--- config.mk ---
export PLATFORM = sky130hd
export DESIGN_NAME = reg_scoreboard_flat
export DESIGN_NICKNAME = d
export VERILOG_FILES = /design/src/rtl/reg_scoreboard_if.sv /design/src/rtl/reg_scoreboard.sv /design/src/flat_wrapper.sv
export SDC_FILE = /design/constraint.sdc
export NUM_CORES = 1
export LEC_CHECK = 0
export CAP_MARGIN = 10
export CORE_UTILIZATION = 30
export CTS_CLUSTER_DIAMETER = 150
export DETAILED_ROUTE_END_ITERATION = 10
export DONT_BUFFER_PORTS = 1
export HOLD_SLACK_MARGIN = 0.03
export SYNTH_ARGS = -nofsm -noshare
export SYNTH_HDL_FRONTEND = slang
export SYNTH_SLANG_ARGS = --single-unit
--- constraint.sdc ---
create_clock -name clk -period 7.9 [get_ports clk]
set_clock_uncertainty 0.05 [all_clocks]
set_input_delay 1.58 -clock clk [delete_from_list [all_inputs] [get_ports clk]]
set_output_delay 1.58 -clock clk [all_outputs]
set_load 0.005 [all_outputs]
--- src/rtl/reg_scoreboard_if.sv ---
// Issue / writeback / status bundle for the register scoreboard.
// The master side presents instructions and retires, the slave side
// (the scoreboard) answers with hazard and occupancy status.
interface reg_scoreboard_if;
    logic        issue_valid;
    logic [4:0]  issue_rs1;
    logic [4:0]  issue_rs2;
    logic [4:0]  issue_rd;
    logic        issue_wr;
    logic        wb_valid;
    logic [4:0]  wb_rd;
    logic        flush;
    logic        stall;
    logic [31:0] busy_mask;
    logic [6:0]  pend_total;
    logic        wb_err;

    modport master (
        output issue_valid, issue_rs1, issue_rs2, issue_rd, issue_wr,
        output wb_valid, wb_rd, flush,
        input  stall, busy_mask, pend_total, wb_err
    );

    modport slave (
        input  issue_valid, issue_rs1, issue_rs2, issue_rd, issue_wr,
        input  wb_valid, wb_rd, flush,
        output stall, busy_mask, pend_total, wb_err
    );
endinterface

--- src/rtl/reg_scoreboard.sv ---
// Register scoreboard: a small saturating pending-write counter per
// architectural register. Sources or a full destination stall the
// presented instruction; retires drain the counters. The hardwired-zero
// register is never tracked, so it can never cause a hazard.
module reg_scoreboard #(
    parameter int MAX_PEND = 3,
    parameter int ZERO_REG = 31
) (
    input  logic            clk,
    input  logic            reset,
    reg_scoreboard_if.slave bus
);

    localparam logic [4:0] ZERO = 5'(ZERO_REG);
    localparam logic [1:0] MAXC = 2'(MAX_PEND);

    logic [1:0]  cnt      [32];
    logic [1:0]  cnt_next [32];
    logic [31:0] busy_next;
    logic        busy_rs1;
    logic        busy_rs2;
    logic        rd_full;
    logic        stall_int;
    logic        accept;
    logic        inc_req;
    logic        same_reg;
    logic        do_inc;
    logic        do_dec;
    logic        wb_bad;

    // Hazard detection and the next-state counter update for this cycle.
    // An issue and a retire to the same register cancel each other out,
    // which also hides the "retire with nothing pending" error for that case.
    always_comb begin
        busy_rs1  = (cnt[bus.issue_rs1] != 2'd0);
        busy_rs2  = (cnt[bus.issue_rs2] != 2'd0);
        rd_full   = bus.issue_wr && (cnt[bus.issue_rd] == MAXC);
        stall_int = bus.issue_valid && (busy_rs1 || busy_rs2 || rd_full);
        accept    = bus.issue_valid && !stall_int && !bus.flush;
        inc_req   = accept && bus.issue_wr && (bus.issue_rd != ZERO);
        same_reg  = inc_req && bus.wb_valid && (bus.wb_rd == bus.issue_rd);
        do_inc    = inc_req && !same_reg;
        do_dec    = bus.wb_valid && !same_reg && (bus.wb_rd != ZERO)
                    && (cnt[bus.wb_rd] != 2'd0);
        wb_bad    = bus.wb_valid && !same_reg
                    && ((bus.wb_rd == ZERO) || (cnt[bus.wb_rd] == 2'd0));

        for (int n = 0; n < 32; n++) begin
            cnt_next[n] = cnt[n];
        end
        if (do_inc) begin
            cnt_next[bus.issue_rd] = cnt[bus.issue_rd] + 2'd1;
        end
        if (do_dec) begin
            cnt_next[bus.wb_rd] = cnt[bus.wb_rd] - 2'd1;
        end
        cnt_next[ZERO] = 2'd0;

        for (int n = 0; n < 32; n++) begin
            busy_next[n] = (cnt_next[n] != 2'd0);
        end
    end

    assign bus.stall = stall_int;

    // Counter state and registered status outputs, synchronous active-low reset.
    always_ff @(posedge clk) begin
        if (!reset) begin
            for (int n = 0; n < 32; n++) begin
                cnt[n] <= 2'd0;
            end
            bus.busy_mask  <= 32'd0;
            bus.pend_total <= 7'd0;
            bus.wb_err     <= 1'b0;
        end else begin
            for (int n = 0; n < 32; n++) begin
                cnt[n] <= cnt_next[n];
            end
            bus.busy_mask  <= busy_next;
            bus.pend_total <= bus.pend_total + 7'(do_inc) - 7'(do_dec);
            bus.wb_err     <= wb_bad;
        end
    end

endmodule

--- src/flat_wrapper.sv ---
// flat-port wrapper written by rule: the top's interface ports become plain ports
module reg_scoreboard_flat 
#(
    parameter int MAX_PEND = 3,
    parameter int ZERO_REG = 31
)
  (clk, reset, bus_issue_valid, bus_issue_rs1, bus_issue_rs2, bus_issue_rd, bus_issue_wr, bus_wb_valid, bus_wb_rd, bus_flush, bus_stall, bus_busy_mask, bus_pend_total, bus_wb_err);
  reg_scoreboard_if bus_i ();
  input  logic clk;
  input  logic reset;
  input wire logic [$bits(bus_i.issue_valid)-1:0] bus_issue_valid;
  input wire logic [$bits(bus_i.issue_rs1)-1:0] bus_issue_rs1;
  input wire logic [$bits(bus_i.issue_rs2)-1:0] bus_issue_rs2;
  input wire logic [$bits(bus_i.issue_rd)-1:0] bus_issue_rd;
  input wire logic [$bits(bus_i.issue_wr)-1:0] bus_issue_wr;
  input wire logic [$bits(bus_i.wb_valid)-1:0] bus_wb_valid;
  input wire logic [$bits(bus_i.wb_rd)-1:0] bus_wb_rd;
  input wire logic [$bits(bus_i.flush)-1:0] bus_flush;
  output wire logic [$bits(bus_i.stall)-1:0] bus_stall;
  output wire logic [$bits(bus_i.busy_mask)-1:0] bus_busy_mask;
  output wire logic [$bits(bus_i.pend_total)-1:0] bus_pend_total;
  output wire logic [$bits(bus_i.wb_err)-1:0] bus_wb_err;
  assign bus_i.issue_valid = bus_issue_valid;
  assign bus_i.issue_rs1 = bus_issue_rs1;
  assign bus_i.issue_rs2 = bus_issue_rs2;
  assign bus_i.issue_rd = bus_issue_rd;
  assign bus_i.issue_wr = bus_issue_wr;
  assign bus_i.wb_valid = bus_wb_valid;
  assign bus_i.wb_rd = bus_wb_rd;
  assign bus_i.flush = bus_flush;
  assign bus_stall = bus_i.stall;
  assign bus_busy_mask = bus_i.busy_mask;
  assign bus_pend_total = bus_i.pend_total;
  assign bus_wb_err = bus_i.wb_err;
  reg_scoreboard #(.MAX_PEND(MAX_PEND), .ZERO_REG(ZERO_REG)) u_core (.clk(clk), .reset(reset), .bus(bus_i));
endmodule
==> metrics.md, run 1 <==
| Metric | Value |
|---|---|
| Die area | `between 0.02 and 0.025 mm2` |
| CP max stage cell | `o31ai_1` |
| Die Width | `156 um` |
| Drt drc | `0` |
| Commonest non-fill, non-tap cell in the layout | `dfxtp_1` |
| Max incr delay on CP | `~0.59 ns` |
| Initial core utilization | `30.5%` |
| Critical Path RT | `8.08 ns` |
| Switching part of the total | `26.5%` |
| Unrepaired setup endpoints after global routing | `no` |
| Hold depth | `2` |
| Most frequent cells in the layout | `dfxtp_1, mux2i_1, nand2_1` |
| Crit end category | `register` |
| Unique cell type count in the Yosys netlist | `71` |
| First-pass GRT wire length | `between 30000 and 40000 um` |
| PwrDens | `approximately 140 mW/mm2` |
| Slew Limit Fails | `0` |
| Fin crit share | `76.9%` |
| Leakage | `2.64 nW` |
| Post_cts resized | `0` |
| Placed cells | `1076` |
| Worst-path cell chain | `mux4_2, a22o_1, a221oi_1, and3_1, inv_1, ha_1, a32oi_1, o311ai_0, or4_1, o31ai_1, nor2_1, ha_1, inv_1, ha_1, fa_1, a21o_1, a21o_1, nand2_1, nand2b_1, a21oi_1, xnor2_1, nor2_1` |
| Most frequent CP cell | `ha_1` |
| Clock power share | `roughly two fifths` |
| Global route overflow | `0` |
| Total track usage | `22.1%` |
| Clk Latency, worst-skew pair | `0.37 ns` |
| Hold crit path type | `reg2reg` |
| Inserted Clock Buffers | `9` |
| Post-synth ARST share | `0%` |
| Comb power frac | `11.3%` |
| Setup TNS | `0 ns` |
| Number of failing hold endpoints at the final stage | `0` |
| Clock transition at path regs | `about 0.070 ns` |
| 1st-iter DRT viols | `860` |
| Sequential fraction of design power | `48.3%` |
| Critical path startpoint category | `input pin` |
| Post-synth EDFFs | `0` |
| Max-cap violation count | `0` |
| Worst VDD drop | `0.115 mV` |
| CTS tree | `done` |
| Vias post-DR | `~6700` |
| DRT antenna net count | `0` |
| FMAX | `approximately 160 MHz` |
| Final nets | `804` |
| Max clock buf depth | `2` |
| P&R area growth vs syn | `6.62%` |
| Routed len/inst | `24.6 um` |
| Buffers on Ports | `0` |
| Outcome | `finished, final reports clean` |
| Register area share after synthesis | `28.2%` |
| Diodes inserted | `0` |
| Initial antenna violation count | `2` |
| Worst-path fanout max | `21` |
| Drt total wl | `26900 um` |
| Cell row count | `56` |
| Core ar. | `0.0235 mm2` |
| Postcts setup bufs | `0` |
| Syn avg cell area | `a little under 9 um2` |
| Root Buffer Master | `clkbuf_16` |
| Vias per Instance | `6.11` |
| Syn. warnings | `0` |
| Post-CTS Hold Buffers | `0` |
| Cells after Synth | `812` |
| DR pass1 iterations | `6` |
| Net Count, Synth | `approximately 850` |
| Setup Viol. Count Final | `0` |
| Final non-filler cell total | `1092` |
| Slew Limit Headroom | `23.1%` |
| Worst Path Class, Setup | `in2reg` |
| Gp weighted congestion | `just under 1` |
| Height of the die | `roughly 160 um` |
| Internal power | `0.798 mW` |
| Pin count of the biggest net entering global routing | `between 80 and 90` |
| FF+latch count, synth | `101` |
| Ys flop type | `dfxtp_1` |
| Total Power | `roughly 1.1 mW` |
| Min Clock Period, post-route | `6.07 ns` |
| Post-DP HPWL | `a little under 20000 um` |
| H-tree depth | `3` |
| Io pins | `67` |
| Vias in the first global route | `6311` |
| Net Switching | `0.288 mW` |
| Syn Std Cell Area | `0.00716 mm2` |
| Crit path arrival time | `approximately 6.3 ns` |
| R2R cell count | `22` |
| Share of layout cells above drive strength 1 | `15.9%` |
| Worst slew pin tran | `1.14 ns` |
| Clock sinks | `101` |
==> layout make-up <==
type,count,area (um2)
repair buffers,9,67.6
clock inverters,3,20.0
multi-input cells,632,4810
well taps,319,399
flip-flops and latches,101,2020
fillers,2429,15800
inverters,15,56.3
clock buffers,13,260
==> registers in the layout, summed over array words and instances, names as in the netlist <==
signal and flops:
u_core.bus.pend_total 7, u_core.bus.busy_mask 31, u_core.cnt 62, u_core.bus.wb_err 1
==> logic make-up after synthesis <==
group / Yosys count / synth area share [%]
AOI/OAI and AO/OA: 185 / 17.9
xor gates and xnor gates: 9 / 1.10
adders and majority gates: 10 / 1.85
buffers and inverters: 79 / 4.72
DFF: 101 / 28.2
muxes: 116 / 22.0
other: 1 / 0.0524
and+or+nand+nor: 311 / 24.1
==> final timing paths <==
check / startpoint / end / slack (ns)
setup / recovery: bus_issue_rd[0] / u_core.bus.pend_total[6]$_SDFF_PN0_ / 1.83
hold reg to reg: u_core.cnt[30][0]$_SDFF_PN0_ / u_core.cnt[30][0]$_SDFF_PN0_ / 0.53
setup reg to reg: u_core.cnt[3][0]$_SDFF_PN0_ / u_core.bus.pend_total[6]$_SDFF_PN0_ / 2.55
hold / removal: u_core.cnt[30][0]$_SDFF_PN0_ / u_core.cnt[30][0]$_SDFF_PN0_ / 0.53
==> power groups by stage <==
stage                     clock network, mW  logic [mW]  registers [mW]
after global routing                  0.466       0.132           0.525
final                                 0.439       0.122           0.524
after global placement                    0       0.120           0.536
after floorplan                           0       0.120           0.534
after CTS                             0.445       0.121           0.524
after detailed placement                  0       0.120           0.536
==> per-layer routing <==
| metal | vias to the layer above | part of all wire, % | track usage, % |
|---|---|---|---|
| li1 | 2968 | - | - |
| met1 | 3223 | 40 | 28.0 |
| met2 | 412 | 44 | 33.6 |
| met3 | 74 | 12 | 7.17 |
| met4 | 0 | 4.4 | 11.3 |
| met5 | - | 0 | 0 |
==> synth_stat cells (all sizes together) (9+ instances only) <==
cell type | n | area [um2]
and3 | 14 | 87.6
nand3 | 40 | 220
nor4 | 23 | 240
inv | 15 | 56.3
mux4 | 31 | 698
buf | 26 | 139
a211oi | 16 | 120
o211a | 14 | 140
mux2 | 19 | 214
dfxtp | 101 | 2020
or2 | 18 | 113
a22oi | 10 | 80.1
mux2i | 66 | 661
a21oi | 38 | 190
o21ai | 49 | 245
nor3 | 45 | 241
nand2 | 63 | 236
and2 | 9 | 56.3
ha | 9 | 113
nor2 | 49 | 184
nand2b | 11 | 68.8
nor3b | 10 | 80.1
clkbuf | 38 | 143
o221a | 10 | 113
==> critical path: cells and delay by family <==
family / cells / cell delay [ns]
AO/OA/AOI/OAI: 8 / 1.88
AND/OR/NAND/NOR: 6 / 1.00
buffers and inverters: 2 / 0.09
XOR/XNOR: 1 / 0.13
adder cells (fa/ha/maj): 4 / 1.10
multiplexers: 1 / 0.48
==> through the flow <==
step	cell area [um2]	hold slack (ns)	util [%]	worst slack, ns
3_3_place_gp	7350	0.519	31.3	1.54
2_1_floorplan	7160	0.483	-	0.850
3_5_place_dp	7350	0.521	31.3	1.51
4_1_cts	7630	0.529	32.5	1.88
6_report	7630	0.530	32.5	1.83
5_1_grt	7630	0.579	32.5	1.53
Note: power is estimated with default switching activity, not from simulation.
==> run 2, diff against run 1 <==
==> constraint.sdc (replaced) <==
create_clock -name clk -period 5.1 [get_ports clk]
set_clock_uncertainty 0.05 [all_clocks]
set_input_delay 1.02 -clock clk [delete_from_list [all_inputs] [get_ports clk]]
set_output_delay 1.02 -clock clk [all_outputs]
set_load 0.005 [all_outputs]
==> run 2 against run 1 <==
Against the previous run:
- non-clock buffer count grew 52
- core utilization grew 2.2 points
- setup slack lost 1.7 ns
- first-iteration DRC count shrank 18%
- total power grew 64%
- final cell count grew 4.8%
- critical path type unchanged
- critical endpoint unchanged
==> metrics.md, run 2 (synthesis results as in run 1) <==
| Metric | Value |
|---|---|
| Outcome | `finished, final reports clean (unchanged)` |
| Comb power frac | `11.9% (was 11.3%)` |
| Max incr delay on CP | `0.48 ns (was 0.59 ns)` |
| Most frequent cells in the layout | `dfxtp_1, mux2i_1, nand2_1 (unchanged)` |
| Cell row count | `56 (unchanged)` |
| Core ar. | `0.0235 mm2 (unchanged)` |
| Leakage | `2.94 nW (was 2.64 nW)` |
| Max-cap violation count | `0 (unchanged)` |
| Crit path arrival time | `5.19 ns (was 6.26 ns)` |
| Routed len/inst | `24.3 um (was 24.6 um)` |
| Clock sinks | `101 (unchanged)` |
| Met2 wire length | `12500 um (was 11700 um)` |
| Number of flip-flops in the largest register | `62 (unchanged)` |
| Initial core utilization | `30.5% (unchanged)` |
| Inserted Clock Buffers | `9 (unchanged)` |
| Critical Path RT | `5.28 ns (was 8.08 ns)` |
| Share of layout cells above drive strength 1 | `22.7% (was 15.9%)` |
| Worst slew pin tran | `0.881 ns (was 1.14 ns)` |
| WL met3 | `2680 um (was 3190 um)` |
| Min Clock Period, post-route | `~5.0 ns` |
| Area post-placement | `0.00780 mm2 (was 0.00735 mm2)` |
| Clock transition at path regs | `0.07 ns (about the same)` |
| Vias per Instance | `6.04 (was 6.11)` |
| Reg with most FFs | `u_core.cnt (unchanged)` |
| Net Switching | `0.457 mW (was 0.288 mW)` |
| Hold depth | `2 (unchanged)` |
| Drt total wl | `27800 um (was 26900 um)` |
| Top Registers | `u_core.cnt: 62 flops, u_core.bus.busy_mask: 31 flops, u_core.bus.pend_total: 7 flops (unchanged)` |
| Final non-filler cell total | `1144 (was 1092)` |
| Total track usage | `23.3% (was 22.1%)` |
| Height of the die | `156 um (unchanged)` |
| Worst VDD drop | `0.188 mV (was 0.115 mV)` |
| Worst-path cell chain | `mux4_2, a22o_1, a221oi_2, and3_4, inv_4, ha_4, a32oi_2, o311ai_2, or4_4, o31ai_4, nor2_1, ha_1, inv_1, ha_2, fa_2, a21o_1, a21o_1, nand2_1, nand2b_1, a21oi_2, xnor2_1, nor2_1 (was mux4_2, a22o_1, a221oi_1, and3_1, inv_1, ha_1, a32oi_1, o311ai_0, or4_1, o31ai_1, nor2_1, ha_1, inv_1, ha_1, fa_1, a21o_1, a21o_1, nand2_1, nand2b_1, a21oi_1, xnor2_1, nor2_1)` |
| Internal power | `1.32 mW (was 0.798 mW)` |
| Clock power share | `42.5% (was 40.5%)` |
| Postcts setup bufs | `0 (unchanged)` |
| Diodes inserted | `0 (unchanged)` |
| FMAX | `200 MHz` |
| Die Width | `156 um (unchanged)` |
| PwrDens | `218 mW/mm2 (was 142 mW/mm2)` |
| Die area | `0.0245 mm2 (unchanged)` |
| Drt drc | `0 (unchanged)` |
| Post-CTS Hold Buffers | `0 (unchanged)` |
| Number of failing hold endpoints at the final stage | `0 (unchanged)` |
| Critical path startpoint category | `input pin (unchanged)` |
| First-pass GRT wire length | `42000 um (was 39800 um)` |
| Setup Viol. Count Final | `0 (unchanged)` |
| P&R area growth vs syn | `13.7% (was 6.62%)` |
| CP Buf/Inv Count | `2 (unchanged)` |
| Root Buffer Master | `clkbuf_16 (unchanged)` |
| Post-Route Utilization | `34.7% (was 32.5%)` |
| Gp weighted congestion | `1.03 (was 0.971)` |
| Initial antenna violation count | `0 (was 2)` |
| Switching part of the total | `25.7% (was 26.5%)` |
| Layout Cell Area excl Fill | `0.00814 mm2 (was 0.00763 mm2)` |
| Hold Startpoint | `u_core.cnt[30][1]$_SDFF_PN0_ (was u_core.cnt[30][0]$_SDFF_PN0_)` |
| Fin crit share | `98.1%` |
| R2R cell count | `22 (unchanged)` |
| Unrepaired setup endpoints after global routing | `yes (was no)` |
| Max clock buf depth | `2 (unchanged)` |
| RR Startpoint | `u_core.cnt[0][0]$_SDFF_PN0_ (was u_core.cnt[3][0]$_SDFF_PN0_)` |
| Crit path from | `bus_issue_rd[0] (unchanged)` |
| Worst path top cell family by delay | `compound AO/OA/AOI/OAI gates (unchanged)` |
| Post-DP HPWL | `20800 um (was 19500 um)` |
| Hold crit path type | `reg2reg (unchanged)` |
| Sequential fraction of design power | `45.6% (was 48.3%)` |
| Max Used Layer | `met4 (unchanged)` |
| Detailed-routing wirelength on met1 | `11300 um (was 10800 um)` |
| 1st-iter DRT viols | `704 (was 860)` |
| Io pins | `67 (unchanged)` |
| Slew Limit Fails | `0 (unchanged)` |
| Placed cells | `1128 (was 1076)` |
| Worst Path Class, Setup | `in2reg (unchanged)` |
| CP max stage cell | `mux4_2 (was o31ai_1)` |
| Worst-path fanout max | `21 (unchanged)` |
| DR pass1 iterations | `6 (unchanged)` |
| Crit end category | `register (unchanged)` |
| DRT antenna net count | `0 (unchanged)` |
| Clk Latency, worst-skew pair | `0.36 ns (was 0.37 ns)` |
| Setup TNS | `0 ns (unchanged)` |
| Global route overflow | `0 (unchanged)` |
| Crit path depth | `22 (unchanged)` |
| Slew Limit Headroom | `41.3% (was 23.1%)` |
| Buffers on Ports | `0 (unchanged)` |
| Vias post-DR | `6905 (was 6677)` |
| H-tree depth | `3 (unchanged)` |
| Pin count of the biggest net entering global routing | `87 (unchanged)` |
| Commonest non-fill, non-tap cell in the layout | `dfxtp_1 (unchanged)` |
| Final nets | `856 (was 804)` |
| CTS tree | `done (unchanged)` |
| Vias in the first global route | `6516 (was 6311)` |
==> run 2: changes by cell type in the layout (fill, tap and decap cells not counted), sizes merged <==
cell,before,now
clkinvlp,2,3
clkbuf,13,10
buf,9,61
bufinv,0,2
==> run 2: area by class of cell <==
class                      instances  area, um2
fill                            2434      15300
multi-input combinational        632       4880
sequential                       101       2020
timing repair buffer              61        470
tap                              319        399
clock buffer                      10        229
clock inverter                     6       87.6
inverter                          15       58.8
==> run 2: final timing paths <==
| kind | to | slack (ns) |
|---|---|---|
| hold reg to reg | u_core.cnt[30][1]$_SDFF_PN0_ | 0.54 |
| setup / recovery | u_core.bus.pend_total[6]$_SDFF_PN0_ | 0.1 |
| setup reg to reg | u_core.bus.pend_total[6]$_SDFF_PN0_ | 0.36 |
| hold / removal | u_core.cnt[30][1]$_SDFF_PN0_ | 0.54 |
==> run 2: power groups by stage <==
stage / combinational, mW / clock [mW] / sequential, mW
floorplan: 0.199 / 0 / 0.827
global placement: 0.206 / 0 / 0.830
detailed placement: 0.207 / 0 / 0.830
CTS: 0.209 / 0.765 / 0.811
global route: 0.229 / 0.804 / 0.813
finish: 0.211 / 0.756 / 0.812
==> run 2: what timing repair did <==
action | 4_1_cts | 5_1_grt
pin swaps | 1 | 8
gates cloned | 0 | 0
resized for setup | 1 | 4
setup endpoints to repair | 1 | 3
==> run 2: worst reg2reg max path, delay by kind of cell (launching register included) <==
kind            cells  cell delay, ns
mux                 1            0.50
simple gates        6            0.99
fa+ha+maj           4            0.96
buf+inv             2            0.08
flops               1            0.41
compound gates      8            1.49
xor+xnor            1            0.12
==> run 2: through the flow <==
step                hold slack (ns)  total power [mW]  worst slack (ns)
global route                  0.562              1.85           -0.0395
CTS                           0.540              1.79           0.00662
finish                        0.541              1.78            0.0984
floorplan                     0.483              1.03            -0.681
global placement              0.523              1.04            -0.379
detailed placement            0.529              1.04            -0.402
==> run 2: metal layers <==
| metal | up-vias | track usage (%) |
|---|---|---|
| li1 | 3061 | - |
| met1 | 3360 | 30.0 |
| met2 | 399 | 36.5 |
| met3 | 85 | 5.59 |
| met4 | 0 | 11.3 |
| met5 | - | 0 |
